File: src/rtl/frogger_pkg.sv
// Shared types and constants for the frog controller: FSM states, HID keycodes,
// direction encoding, grid size and screen limits, plus the hop boundary test.
package frogger_pkg;

    typedef enum logic [1:0] {
        ST_IDLE     = 2'd0,
        ST_HOP      = 2'd1,
        ST_DEAD     = 2'd2,
        ST_GAMEOVER = 2'd3
    } frog_state_e;

    localparam logic [7:0] KEY_W    = 8'h1A;
    localparam logic [7:0] KEY_A    = 8'h04;
    localparam logic [7:0] KEY_S    = 8'h16;
    localparam logic [7:0] KEY_D    = 8'h07;
    localparam logic [7:0] KEY_NONE = 8'h00;

    localparam logic [1:0] DIR_UP    = 2'd0;
    localparam logic [1:0] DIR_DOWN  = 2'd1;
    localparam logic [1:0] DIR_LEFT  = 2'd2;
    localparam logic [1:0] DIR_RIGHT = 2'd3;

    localparam logic [10:0] GRID_PX  = 11'd40;
    localparam logic [10:0] SCREEN_W = 11'd640;
    localparam logic [10:0] SCREEN_H = 11'd480;
    localparam logic [10:0] MAX_X    = SCREEN_W - GRID_PX;
    localparam logic [10:0] MAX_Y    = SCREEN_H - GRID_PX;

    // True when one full cell move from (x,y) in dir keeps the frog on screen.
    function automatic logic target_ok(input logic [10:0] x, input logic [10:0] y,
                                       input logic [1:0] dir);
        logic ok;
        case (dir)
            DIR_UP:    ok = (y >= GRID_PX);
            DIR_DOWN:  ok = ((y + GRID_PX) <= MAX_Y);
            DIR_LEFT:  ok = (x >= GRID_PX);
            DIR_RIGHT: ok = ((x + GRID_PX) <= MAX_X);
            default:   ok = 1'b0;
        endcase
        return ok;
    endfunction

endpackage

File: src/rtl/frog_ctrl_if.sv
// Game-side bus of the frog controller: key/restart/collision inputs and the
// frog position, facing, lives, status and score outputs.
interface frog_ctrl_if;
    logic [7:0]  keycode;
    logic        Restart;
    logic        Collision;
    logic [10:0] Frog_X;
    logic [10:0] Frog_Y;
    logic [1:0]  Frog_Dir;
    logic [1:0]  Lives;
    logic        Frog_Dead;
    logic        Game_Over;
    logic [7:0]  Score;

    modport master (
        output keycode, Restart, Collision,
        input  Frog_X, Frog_Y, Frog_Dir, Lives, Frog_Dead, Game_Over, Score
    );

    modport slave (
        input  keycode, Restart, Collision,
        output Frog_X, Frog_Y, Frog_Dir, Lives, Frog_Dead, Game_Over, Score
    );
endinterface

File: src/rtl/frog_ctrl_key_edge.sv
// Keycode edge detector: a movement key counts as a hop request only on the
// frame it differs from the previous frame's keycode, so a held key hops once.
module key_edge
    import frogger_pkg::*;
(
    input  logic       frame_clk,
    input  logic       Reset,
    input  logic [7:0] i_keycode,
    output logic       o_hop_req,
    output logic [1:0] o_dir
);
    logic [7:0] r_prev_key;
    logic       w_is_dir;

    // Previous-frame keycode register.
    always_ff @(posedge frame_clk or posedge Reset) begin
        if (Reset) begin
            r_prev_key <= KEY_NONE;
        end else begin
            r_prev_key <= i_keycode;
        end
    end

    // Decode movement keys into a direction.
    always_comb begin
        w_is_dir = 1'b1;
        o_dir    = DIR_UP;
        case (i_keycode)
            KEY_W:   o_dir = DIR_UP;
            KEY_S:   o_dir = DIR_DOWN;
            KEY_A:   o_dir = DIR_LEFT;
            KEY_D:   o_dir = DIR_RIGHT;
            default: w_is_dir = 1'b0;
        endcase
    end

    assign o_hop_req = w_is_dir && (i_keycode != r_prev_key);
endmodule

File: src/rtl/frog_ctrl.sv
// Frogger frog controller: hop FSM, collision/death handling, lives and score.
// Optional macro FROG_SCORE_EN enables scoring and respawn on reaching Y=0.
module frog_ctrl
    import frogger_pkg::*;
#(
    parameter logic [10:0] START_X     = 11'd320,
    parameter logic [10:0] START_Y     = 11'd440,
    parameter logic [10:0] STEP_PX     = 11'd10,
    parameter int          HOP_FRAMES  = 4,
    parameter int          DEAD_FRAMES = 60,
    parameter int          START_LIVES = 3
) (
    input  logic        frame_clk,
    input  logic        Reset,
    frog_ctrl_if.slave  bus
);
    localparam logic [7:0] HOP_LAST  = 8'(HOP_FRAMES - 1);
    localparam logic [7:0] DEAD_LAST = 8'(DEAD_FRAMES - 1);
    localparam logic [1:0] LIVES_INIT = 2'(START_LIVES);

    frog_state_e r_state, w_state_nxt;
    logic [10:0] r_x, r_y, w_x_nxt, w_y_nxt, w_hop_x, w_hop_y;
    logic [1:0]  r_dir, w_dir_nxt, r_lives, w_lives_nxt, w_key_dir;
    logic [7:0]  r_cnt, w_cnt_nxt, r_score, w_score_nxt;
    logic        w_hop_req;

    key_edge u_key_edge (
        .frame_clk (frame_clk),
        .Reset     (Reset),
        .i_keycode (bus.keycode),
        .o_hop_req (w_hop_req),
        .o_dir     (w_key_dir)
    );

    // State and datapath registers.
    always_ff @(posedge frame_clk or posedge Reset) begin
        if (Reset) begin
            r_state <= ST_IDLE;
            r_x     <= START_X;
            r_y     <= START_Y;
            r_dir   <= DIR_UP;
            r_lives <= LIVES_INIT;
            r_cnt   <= 8'd0;
            r_score <= 8'd0;
        end else begin
            r_state <= w_state_nxt;
            r_x     <= w_x_nxt;
            r_y     <= w_y_nxt;
            r_dir   <= w_dir_nxt;
            r_lives <= w_lives_nxt;
            r_cnt   <= w_cnt_nxt;
            r_score <= w_score_nxt;
        end
    end

    // One-step move in the current facing; bounds were checked at hop start.
    always_comb begin
        w_hop_x = r_x;
        w_hop_y = r_y;
        case (r_dir)
            DIR_UP:    w_hop_y = r_y - STEP_PX;
            DIR_DOWN:  w_hop_y = r_y + STEP_PX;
            DIR_LEFT:  w_hop_x = r_x - STEP_PX;
            DIR_RIGHT: w_hop_x = r_x + STEP_PX;
            default:   w_hop_x = r_x;
        endcase
    end

    // Next-state and datapath update logic.
    always_comb begin
        w_state_nxt = r_state;
        w_x_nxt     = r_x;
        w_y_nxt     = r_y;
        w_dir_nxt   = r_dir;
        w_lives_nxt = r_lives;
        w_cnt_nxt   = r_cnt;
        w_score_nxt = r_score;
        case (r_state)
            ST_IDLE: begin
                if (bus.Collision) begin
                    w_state_nxt = ST_DEAD;
                    w_lives_nxt = r_lives - 2'd1;
                    w_cnt_nxt   = 8'd0;
                end else if (w_hop_req) begin
                    w_dir_nxt = w_key_dir;
                    if (target_ok(r_x, r_y, w_key_dir)) begin
                        w_state_nxt = ST_HOP;
                        w_cnt_nxt   = 8'd0;
                    end else begin
                        w_state_nxt = ST_IDLE;
                    end
                end else begin
                    w_state_nxt = ST_IDLE;
                end
            end
            ST_HOP: begin
                if (bus.Collision) begin
                    w_state_nxt = ST_DEAD;
                    w_lives_nxt = r_lives - 2'd1;
                    w_cnt_nxt   = 8'd0;
                end else begin
                    w_x_nxt = w_hop_x;
                    w_y_nxt = w_hop_y;
                    if (r_cnt == HOP_LAST) begin
                        w_state_nxt = ST_IDLE;
                        w_cnt_nxt   = 8'd0;
`ifdef FROG_SCORE_EN
                        if (w_hop_y == 11'd0) begin
                            w_score_nxt = (r_score == 8'd255) ? r_score : r_score + 8'd1;
                            w_x_nxt     = START_X;
                            w_y_nxt     = START_Y;
                            w_dir_nxt   = DIR_UP;
                        end else begin
                            w_score_nxt = r_score;
                        end
`endif
                    end else begin
                        w_cnt_nxt = r_cnt + 8'd1;
                    end
                end
            end
            ST_DEAD: begin
                if (r_cnt == DEAD_LAST) begin
                    w_cnt_nxt = 8'd0;
                    if (r_lives != 2'd0) begin
                        w_state_nxt = ST_IDLE;
                        w_x_nxt     = START_X;
                        w_y_nxt     = START_Y;
                        w_dir_nxt   = DIR_UP;
                    end else begin
                        w_state_nxt = ST_GAMEOVER;
                    end
                end else begin
                    w_cnt_nxt = r_cnt + 8'd1;
                end
            end
            ST_GAMEOVER: begin
                if (bus.Restart) begin
                    w_state_nxt = ST_IDLE;
                    w_lives_nxt = LIVES_INIT;
                    w_score_nxt = 8'd0;
                    w_x_nxt     = START_X;
                    w_y_nxt     = START_Y;
                    w_dir_nxt   = DIR_UP;
                    w_cnt_nxt   = 8'd0;
                end else begin
                    w_state_nxt = ST_GAMEOVER;
                end
            end
            default: w_state_nxt = ST_IDLE;
        endcase
    end

    assign bus.Frog_X    = r_x;
    assign bus.Frog_Y    = r_y;
    assign bus.Frog_Dir  = r_dir;
    assign bus.Lives     = r_lives;
    assign bus.Frog_Dead = (r_state == ST_DEAD);
    assign bus.Game_Over = (r_state == ST_GAMEOVER);
`ifdef FROG_SCORE_EN
    assign bus.Score     = r_score;
`else
    assign bus.Score     = 8'd0;
`endif
endmodule

File: src/flat_wrapper.sv
// flat-port wrapper written by rule: the top's interface ports become plain ports
module frog_ctrl_flat import frogger_pkg::*;
#(
    parameter logic [10:0] START_X     = 11'd320,
    parameter logic [10:0] START_Y     = 11'd440,
    parameter logic [10:0] STEP_PX     = 11'd10,
    parameter int          HOP_FRAMES  = 4,
    parameter int          DEAD_FRAMES = 60,
    parameter int          START_LIVES = 3
)
  (frame_clk, Reset, bus_keycode, bus_Restart, bus_Collision, bus_Frog_X, bus_Frog_Y, bus_Frog_Dir, bus_Lives, bus_Frog_Dead, bus_Game_Over, bus_Score);
  frog_ctrl_if bus_i ();
  input  logic frame_clk;
  input  logic Reset;
  input wire logic [$bits(bus_i.keycode)-1:0] bus_keycode;
  input wire logic [$bits(bus_i.Restart)-1:0] bus_Restart;
  input wire logic [$bits(bus_i.Collision)-1:0] bus_Collision;
  output wire logic [$bits(bus_i.Frog_X)-1:0] bus_Frog_X;
  output wire logic [$bits(bus_i.Frog_Y)-1:0] bus_Frog_Y;
  output wire logic [$bits(bus_i.Frog_Dir)-1:0] bus_Frog_Dir;
  output wire logic [$bits(bus_i.Lives)-1:0] bus_Lives;
  output wire logic [$bits(bus_i.Frog_Dead)-1:0] bus_Frog_Dead;
  output wire logic [$bits(bus_i.Game_Over)-1:0] bus_Game_Over;
  output wire logic [$bits(bus_i.Score)-1:0] bus_Score;
  assign bus_i.keycode = bus_keycode;
  assign bus_i.Restart = bus_Restart;
  assign bus_i.Collision = bus_Collision;
  assign bus_Frog_X = bus_i.Frog_X;
  assign bus_Frog_Y = bus_i.Frog_Y;
  assign bus_Frog_Dir = bus_i.Frog_Dir;
  assign bus_Lives = bus_i.Lives;
  assign bus_Frog_Dead = bus_i.Frog_Dead;
  assign bus_Game_Over = bus_i.Game_Over;
  assign bus_Score = bus_i.Score;
  frog_ctrl #(.START_X(START_X), .START_Y(START_Y), .STEP_PX(STEP_PX), .HOP_FRAMES(HOP_FRAMES), .DEAD_FRAMES(DEAD_FRAMES), .START_LIVES(START_LIVES)) u_core (.frame_clk(frame_clk), .Reset(Reset), .bus(bus_i));
endmodule
File: config.mk
export PLATFORM = sky130hd
export DESIGN_NAME = frog_ctrl_flat
export DESIGN_NICKNAME = d
export VERILOG_FILES = /design/src/rtl/frogger_pkg.sv /design/src/rtl/frog_ctrl_if.sv /design/src/rtl/frog_ctrl_key_edge.sv /design/src/rtl/frog_ctrl.sv /design/src/flat_wrapper.sv
export SDC_FILE = /design/constraint.sdc
export NUM_CORES = 1
export LEC_CHECK = 0
export CORE_ASPECT_RATIO = 0.7
export CORE_MARGIN = 1.5
export CORE_UTILIZATION = 45
export DETAILED_ROUTE_END_ITERATION = 7
export PLACE_DENSITY = 0.68
export SYNTH_ARGS = -nofsm -noshare
export SYNTH_HDL_FRONTEND = slang
export SYNTH_SLANG_ARGS = --single-unit
File: constraint.sdc
create_clock -name frame_clk -period 3.18 [get_ports frame_clk]
set_input_delay 0.477 -clock frame_clk [delete_from_list [all_inputs] [get_ports frame_clk]]
set_output_delay 0.477 -clock frame_clk [all_outputs]
set_load 0.02 [all_outputs]
==> results.sh, run 1 <==
export IMPL_outcome="finished clean"
export IMPL_layout_cells_most_common_list="sky130_fd_sc_hd__nand2_1 (41), sky130_fd_sc_hd__clkdlybuf4s50_1 (37), sky130_fd_sc_hd__dfrtp_1 (33), sky130_fd_sc_hd__ha_1 (27), sky130_fd_sc_hd__o21ai_0 (22)"
export IMPL_criticalPathCategory="reg2reg"
export IMPL_synth_sequential_area_ratio_pct=32.4
export IMPL_p_leak_nw=1.60
export IMPL_post_cts_resized=0
export IMPL_grt_first_pass_wirelength_um=12700
export IMPL_cts_buffers_inserted=5
export IMPL_end_kind="register"
export IMPL_yosys_cell_types_count=60
export IMPL_final_nets=450
export IMPL_setup_reg_to_reg_worst_slack_ns=0.40
export IMPL_starting_utilization_of_the_core_area_pct=47.5
export IMPL_sequential_cell_fraction_of_total_power_pct=27.8
export IMPL_yosys_register_bits=42
export IMPL_synth_compound_area_share_pct=22.5
export IMPL_worst_clock_skew_ns=0.0129
export IMPL_path_delay_family="simple AND/OR/NAND/NOR gates"
export IMPL_intPower_w=0.00204
export IMPL_clk_insertion_delay_late_ns=0.30
export IMPL_setup_viol=0
export IMPL_switching_power_w=0.00175
export IMPL_synthMuxAreaShare_pct=0.610
export IMPL_max_clock_path_buffers=2
export IMPL_yosys_warnings=0
export IMPL_main_combinational_cell_family_by_area_after_synthesis="compound AO/OA/AOI/OAI gates"
export IMPL_antenna_found_initial=0
export IMPL_wl_um=7640
export IMPL_maxCapViolations=0
export IMPL_slew_headroom_pct=32.8
export IMPL_reg2regPathDepth=10
export IMPL_grt_ovfl_total=0
export IMPL_die_width_um=105
export IMPL_dr_pass1_iters=5
export IMPL_grt_max_degree=29
export IMPL_drcViolationCount=0
export IMPL_post_synth_and_or_nand_nor_area_fraction_pct=19.9
export IMPL_critical_path_peak_fanout=8
export IMPL_insertedDiodeCount=0
export IMPL_cts_hold_buf=0
export IMPL_total_neg_setup_slack_ns=0
export IMPL_pin_count=48
export IMPL_globalRouteTotalUtil_pct=20.1
export IMPL_holdCritStartpoint="u_core.bus.Frog_Y[3]"
export IMPL_slowest_delay_ns=0.43
export IMPL_htree_levels=2
export IMPL_cts_tree="done"
export IMPL_power_switching_share_pct=46.2
export IMPL_vias=2897
export IMPL_whs_path_depth=2
export IMPL_worstReg2RegStart="u_core.bus.Frog_Dir[1]"
export IMPL_global_placement_routability_congestion=0.830
export IMPL_timing_final_hold_violations=0
export IMPL_antenna_violating_nets_post_route=0
export IMPL_leading_cell_type_in_the_layout_fill_and_taps_excluded="sky130_fd_sc_hd__nand2_1"
export IMPL_fin_crit_sh_pct=87.4
export IMPL_crit_slowest_cell="sky130_fd_sc_hd__dfrtp_1"
export IMPL_rsz0062_at_grt="no"
export IMPL_post_synth_xor_area_fraction_pct=6.41
export IMPL_syn_area_per_cell_um2=8.75
export IMPL_slew_at_the_pin_closest_to_its_max_slew_limit_ns=1.00
export IMPL_synthCells=375
export IMPL_grt_pass1_vias=2562
export IMPL_floorplan_core_area_um2=6910
export IMPL_first_iter_violations=112
export IMPL_min_delay_worst_endpoint="u_core.bus.Frog_Y[3]"
export IMPL_io_buffer_count=37
export IMPL_height_of_the_die_um=74.4
export IMPL_async_flop_share_pct=100
export IMPL_arithmetic_cell_share_of_the_synthesized_area_counting_full_adders_half_adders_and_majority_gates_pct=11.5
export IMPL_power_ir_vdd_worst_uv=536
export IMPL_hp_class="reg2reg"
export IMPL_synthesis_area_um2=3280
export IMPL_setup_worst_path_start_class="register"
export IMPL_clkPwrFrac_pct=11.7
export IMPL_final_setup_worst_slack_ns=0.401
export IMPL_routed_via_density=5.75
export IMPL_top_flip_flop_cell_by_instance_count_after_synthesis="sky130_fd_sc_hd__dfrtp_1"
export IMPL_final_min_clock_period_ns=2.78
export IMPL_floorplan_die_area_um2=7820
export IMPL_layout_cells_sized_above_1_pct=8.29
export IMPL_cts_post_setup_buffers_inserted=0
export IMPL_fmaxAchievable_ghz=0.360
export IMPL_edff_count_synth=0
export IMPL_clock_sinks=42
export IMPL_critical_path_arrival_ns=3.01
export IMPL_finalMaxSlewViolations=0
export IMPL_area_growth_synth_to_final_pct=16.6
export IMPL_worst_r2r_endpoint="u_core.bus.Frog_X[10]"
export IMPL_critical_path_startpoint="u_core.bus.Frog_Dir[1]"
export IMPL_wl_per_cell_um=15.2
export IMPL_combPwrFrac_pct=60.5
export IMPL_critPathBufInv=1
export IMPL_post_place_ws_ns=0.412
export IMPL_root_buffer="sky130_fd_sc_hd__clkbuf_8"
export IMPL_timing_critical_path_required_ns=3.42
export IMPL_clk_pin_slew_worst_paths_ns=0.08
export IMPL_place_hpwl_um=5700
export IMPL_path_cells="nand2_1, inv_1, ha_1, o21ai_0, nor2_1, o41a_1, a211oi_1, xnor2_1, or4_1, nand3_1"
export IMPL_power_density_nw_per_um2=993
export IMPL_row_count=25
## power by group through the flow
stage	Clock [W]	Combinational [W]	Sequential [W]
6_report	0.000445	0.00230	0.00106
5_1_grt	0.000473	0.00256	0.00110
4_1_cts	0.000458	0.00229	0.00106
3_5_place_dp	0	0.00228	0.00106
3_3_place_gp	0	0.00223	0.00106
2_1_floorplan	0	0.00157	0.00110
## area by class of cell
cell class / count / area [um2]
sequential: 42 / 1060
clock inverter: 1 / 30.0
timing repair buffer: 43 / 415
clock buffer: 7 / 86.3
tap: 94 / 118
multi-input combinational: 297 / 2040
fill: 649 / 3090
inverter: 20 / 75.1
## through the flow
step	std cells	instance area (um2)	util, %	total power [W]	hold WS, ns
3_5_place_dp	496	3710	53.6	0.00334	0.506
5_1_grt	504	3820	55.3	0.00413	0.543
3_3_place_gp	496	3710	53.6	0.00328	0.497
2_1_floorplan	384	3310	-	0.00267	0.472
4_1_cts	504	3820	55.3	0.00381	0.526
6_report	504	3820	55.3	0.00380	0.526
## worst max-delay path by stage
stage / to / slack (ns) / depth (start not counted)
floorplan: u_core.bus.Frog_X[10] / 0.61 / 10
global route: u_core.bus.Frog_X[10] / 0.12 / 10
finish: u_core.bus.Frog_X[10] / 0.40 / 10
global placement: u_core.bus.Frog_X[10] / 0.46 / 10
detailed placement: u_core.bus.Frog_X[10] / 0.41 / 10
CTS: u_core.bus.Frog_X[10] / 0.40 / 10
## cell families after synthesis
| logic type | Yosys count |
|---|---|
| AOI/OAI and AO/OA | 102 |
| xor gates and xnor gates | 24 |
| adders and majority gates | 29 |
| buffers and inverters | 45 |
| DFF | 42 |
| muxes | 2 |
| other | 1 |
| and+or+nand+nor | 130 |
## flip-flops by register name, indices dropped and copies added (netlist names)
register,count
u_core.bus.Frog_X,10
u_core.bus.Frog_Y,10
u_core.r_cnt,8
u_core.u_key_edge.r_prev_key,8
u_core.bus.Frog_Dir,2
u_core.bus.Lives,2
u_core.r_state,2
## cells in the mapped netlist (2+ instances only)
cell type                   count  share of area [%]
sky130_fd_sc_hd__o31ai_1        7                1.6
sky130_fd_sc_hd__nor3_1        13                2.0
sky130_fd_sc_hd__nand3_1       10                1.5
sky130_fd_sc_hd__nand2_1       41                4.7
sky130_fd_sc_hd__and3_1         6                1.1
sky130_fd_sc_hd__buf_4         10                2.3
sky130_fd_sc_hd__a21boi_0       3               0.69
sky130_fd_sc_hd__buf_1          2               0.23
sky130_fd_sc_hd__a21o_1         4               0.92
sky130_fd_sc_hd__a211oi_1       6                1.4
sky130_fd_sc_hd__inv_1         20                2.3
sky130_fd_sc_hd__a211o_1        3               0.80
sky130_fd_sc_hd__xor2_1        13                3.5
sky130_fd_sc_hd__clkbuf_1       6               0.69
sky130_fd_sc_hd__o41a_1         2               0.69
sky130_fd_sc_hd__or3_1          3               0.57
sky130_fd_sc_hd__a32oi_1        2               0.53
sky130_fd_sc_hd__o21ai_0       22                3.4
sky130_fd_sc_hd__or2_2          4               0.76
sky130_fd_sc_hd__o211ai_1       3               0.69
sky130_fd_sc_hd__o41ai_1        4                1.1
sky130_fd_sc_hd__a21oi_1       15                2.3
sky130_fd_sc_hd__o31a_1         2               0.53
sky130_fd_sc_hd__or4_1          3               0.69
sky130_fd_sc_hd__ha_1          27                 10
sky130_fd_sc_hd__dfrtp_1       33                 25
sky130_fd_sc_hd__nand4_1        4               0.76
sky130_fd_sc_hd__nor2_1        19                2.2
sky130_fd_sc_hd__o2bb2ai_1      7                1.9
sky130_fd_sc_hd__o2111ai_1      3               0.80
sky130_fd_sc_hd__nand2b_1       7                1.3
sky130_fd_sc_hd__a22o_1         2               0.53
sky130_fd_sc_hd__o221ai_1       4                1.1
sky130_fd_sc_hd__dfstp_2        9                7.2
sky130_fd_sc_hd__buf_2          7                1.1
sky130_fd_sc_hd__nor2b_1       10                1.9
sky130_fd_sc_hd__nor4_1         4               0.76
sky130_fd_sc_hd__mux2i_1        2               0.61
sky130_fd_sc_hd__fa_1           2                1.2
sky130_fd_sc_hd__xnor2_1       11                2.9
## worst reg2reg max path, delay by kind of cell, from the launching register on
family	cells	cell delay [ns]
AOI/OAI and AO/OA	3	0.83
xor gates and xnor gates	1	0.12
adders and majority gates	1	0.34
buffers and inverters	1	0.15
DFF	1	0.43
and+or+nand+nor	4	0.86
## per-layer routing
metal	up-vias	global-route usage [%]	wire length (um)
li1	1426	-	-
met1	1384	29.3	3870
met2	80	32.1	3350
met3	7	3.07	356
met4	0	4.11	57
met5	-	0	0
Power figures use the tool's default switching activity.
==> inputs of run 2 (changes only) <==
==> constraint.sdc (replaced) <==
create_clock -name frame_clk -period 3.18 [get_ports frame_clk]
set_input_delay 0.795 -clock frame_clk [delete_from_list [all_inputs] [get_ports frame_clk]]
set_output_delay 0.795 -clock frame_clk [all_outputs]
set_load 0.02 [all_outputs]
==> run 2 against run 1 <==
  * Critical path depth unchanged
  * Fmax decreased by 3.1%
  * Clock skew decreased by 0.0078 ns
  * Clock power decreased by 4.7%
  * First-iteration DRC count increased by 30%
  * Critical endpoint unchanged
  * Cell area increased by 0.33%
  * Non-clock buffer count increased by 3
  * Die area unchanged
  * Final cell count increased by 0.60%
  * Hold slack got worse by 0.0056 ns
  * Worst setup slack got worse by 0.089 ns
  * Register-to-register slack got worse by 0.09 ns
==> results.sh, run 2 (synthesized netlist as in run 1, its figures left out) <==
export IMPL_fmaxAchievable_ghz=0.349
export IMPL_postLayoutCellArea_um2=3840
export IMPL_clk_pin_slew_worst_paths_ns=0.08
export IMPL_outcome="finished clean"
export IMPL_grt_first_pass_wirelength_um=12900
export IMPL_place_hpwl_um=5660
export IMPL_root_buffer="sky130_fd_sc_hd__clkbuf_8"
export IMPL_timing_critical_path_required_ns=3.42
export IMPL_grt_ovfl_total=0
export IMPL_layout_cells_most_common_list="sky130_fd_sc_hd__nand2_1 (41), sky130_fd_sc_hd__clkdlybuf4s50_1 (37), sky130_fd_sc_hd__dfrtp_1 (33), sky130_fd_sc_hd__ha_1 (27), sky130_fd_sc_hd__o21ai_0 (22)"
export IMPL_routed_via_density=5.53
export IMPL_antenna_found_initial=0
export IMPL_post_place_ws_ns=0.0599
export IMPL_antenna_violating_nets_post_route=0
export IMPL_path_cells="nand2_1, inv_1, ha_1, o21ai_0, nor2_1, o41a_1, a211oi_1, xnor2_1, or4_1, nand3_1"
export IMPL_htree_levels=2
export IMPL_slowest_delay_ns=0.44
export IMPL_num_fill_cells=650
export IMPL_setup_worst_path_start_class="register"
export IMPL_layout_cells_sized_above_1_pct=8.72
export IMPL_global_placement_routability_congestion=0.867
export IMPL_insertedDiodeCount=0
export IMPL_layout_cells_non_filler=507
export IMPL_cts_tree="done"
export IMPL_criticalPathCategory="reg2reg"
export IMPL_row_count=25
export IMPL_wl_um=7590
export IMPL_critPathBufInv=1
export IMPL_timing_final_hold_violations=0
export IMPL_die_width_um=105
export IMPL_detailed_place_area_um2=3730
export IMPL_crit_slowest_cell="sky130_fd_sc_hd__dfrtp_1"
export IMPL_setup_reg_to_reg_worst_slack_ns=0.31
export IMPL_final_setup_worst_slack_ns=0.311
export IMPL_total_neg_setup_slack_ns=0
export IMPL_holdCritStartpoint="u_core.bus.Lives[0]"
export IMPL_fin_crit_sh_pct=90.2
export IMPL_slew_at_the_pin_closest_to_its_max_slew_limit_ns=0.559
export IMPL_finalMaxSlewViolations=0
export IMPL_rsz0062_at_grt="no"
export IMPL_area_growth_synth_to_final_pct=16.9
export IMPL_clk_insertion_delay_late_ns=0.30
export IMPL_grt_max_degree=43
export IMPL_grt_pass1_vias=2718
export IMPL_final_nets=453
export IMPL_globalRouteTotalUtil_pct=20.5
export IMPL_path_delay_family="simple AND/OR/NAND/NOR gates"
export IMPL_setup_viol=0
export IMPL_critical_path_startpoint="u_core.bus.Frog_Dir[1]"
export IMPL_pin_count=48
export IMPL_max_clock_path_buffers=2
export IMPL_cts_buffers_inserted=5
export IMPL_post_cts_resized=0
export IMPL_worstReg2RegStart="u_core.bus.Frog_Dir[1]"
export IMPL_starting_utilization_of_the_core_area_pct=47.5
export IMPL_floorplan_die_area_um2=7820
export IMPL_io_buffer_count=37
export IMPL_maxCapViolations=0
export IMPL_power_density_nw_per_um2=984
export IMPL_critical_path_peak_fanout=8
export IMPL_height_of_the_die_um=74.4
export IMPL_dr_pass1_iters=5
export IMPL_cts_hold_buf=0
export IMPL_drcViolationCount=0
export IMPL_power_ir_vdd_worst_uv=471
export IMPL_wl_per_cell_um=15.0
export IMPL_floorplan_core_area_um2=6910
export IMPL_critical_path_arrival_ns=3.11
export IMPL_final_min_clock_period_ns=2.87
export IMPL_end_kind="register"
export IMPL_leading_cell_type_in_the_layout_fill_and_taps_excluded="sky130_fd_sc_hd__nand2_1"
export IMPL_clock_sinks=42
export IMPL_cts_post_setup_buffers_inserted=0
export IMPL_p_leak_nw=1.61
export IMPL_dpl_cell_count=499
export IMPL_vias=2803
export IMPL_hp_class="reg2reg"
export IMPL_worst_clock_skew_ns=0.00508
export IMPL_first_iter_violations=146
export IMPL_slew_headroom_pct=62.7
==> run 2: changes by cell type in the layout (fill, tap and decap cells not counted), sizes merged <==
| cell | delta |
|---|---|
| buf | +3 |
==> run 2: cell type report <==
class                      count  area [um2]  share of cell area (%)
clock buffer                   7        76.3                    1.99
clock inverter                 1        30.0                   0.783
inverter                      20        75.1                    1.96
multi-input combinational    297        2040                    53.1
sequential                    42        1060                    27.7
tap                           94         118                    3.07
timing repair buffer          46         438                    11.4
==> run 2: per-stage QoR <==
| stage | power [W] | util, % | hold WS, ns |
|---|---|---|---|
| after floorplan | 0.00267 | - | 0.472 |
| after global placement | 0.00331 | 54.0 | 0.496 |
| after detailed placement | 0.00335 | 54.0 | 0.512 |
| after CTS | 0.00379 | 55.5 | 0.525 |
| after global routing | 0.00412 | 55.5 | 0.541 |
| final | 0.00377 | 55.5 | 0.521 |
==> run 2: where the power goes <==
| group | internal [W] | switching [W] |
|---|---|---|
| combinational | 0.00105 | 0.00128 |
| clock | 0.000235 | 0.000189 |
| sequential | 0.000751 | 0.000267 |
| total | 0.00204 | 0.00174 |
==> run 2: worst min-delay path: cells and delay by family, from the launching register on <==
family	cells	cell delay (ns)
AO/OA/AOI/OAI	2	0.14
flip-flops	1	0.39
==> run 2: metal layers <==
| metal | vias up | global-route usage (%) | wire length (um) |
|---|---|---|---|
| li1 | 1421 | - | - |
| met1 | 1321 | 29.0 | 3940 |
| met2 | 59 | 32.9 | 3320 |
| met3 | 2 | 3.68 | 310 |
| met4 | 0 | 5.02 | 26 |
| met5 | - | 0 | 0 |
==> run 2: final timing paths <==
path,to,cells past startpoint
min in group asynchronous,u_core.u_key_edge.r_prev_key[7],3
setup / recovery,u_core.bus.Frog_X[10],10
hold reg to reg,u_core.bus.Lives[0],2
hold / removal,u_core.bus.Lives[0],2
max in group asynchronous,u_core.bus.Frog_Y[8],3
setup reg to reg,u_core.bus.Frog_X[10],10
==> inputs of run 3 (changes only) <==
Settings changed: CAP_MARGIN set to 0.
==> results of run 3 <==
Same layout as run 2: the final DEF is identical, and so are final timing and power.
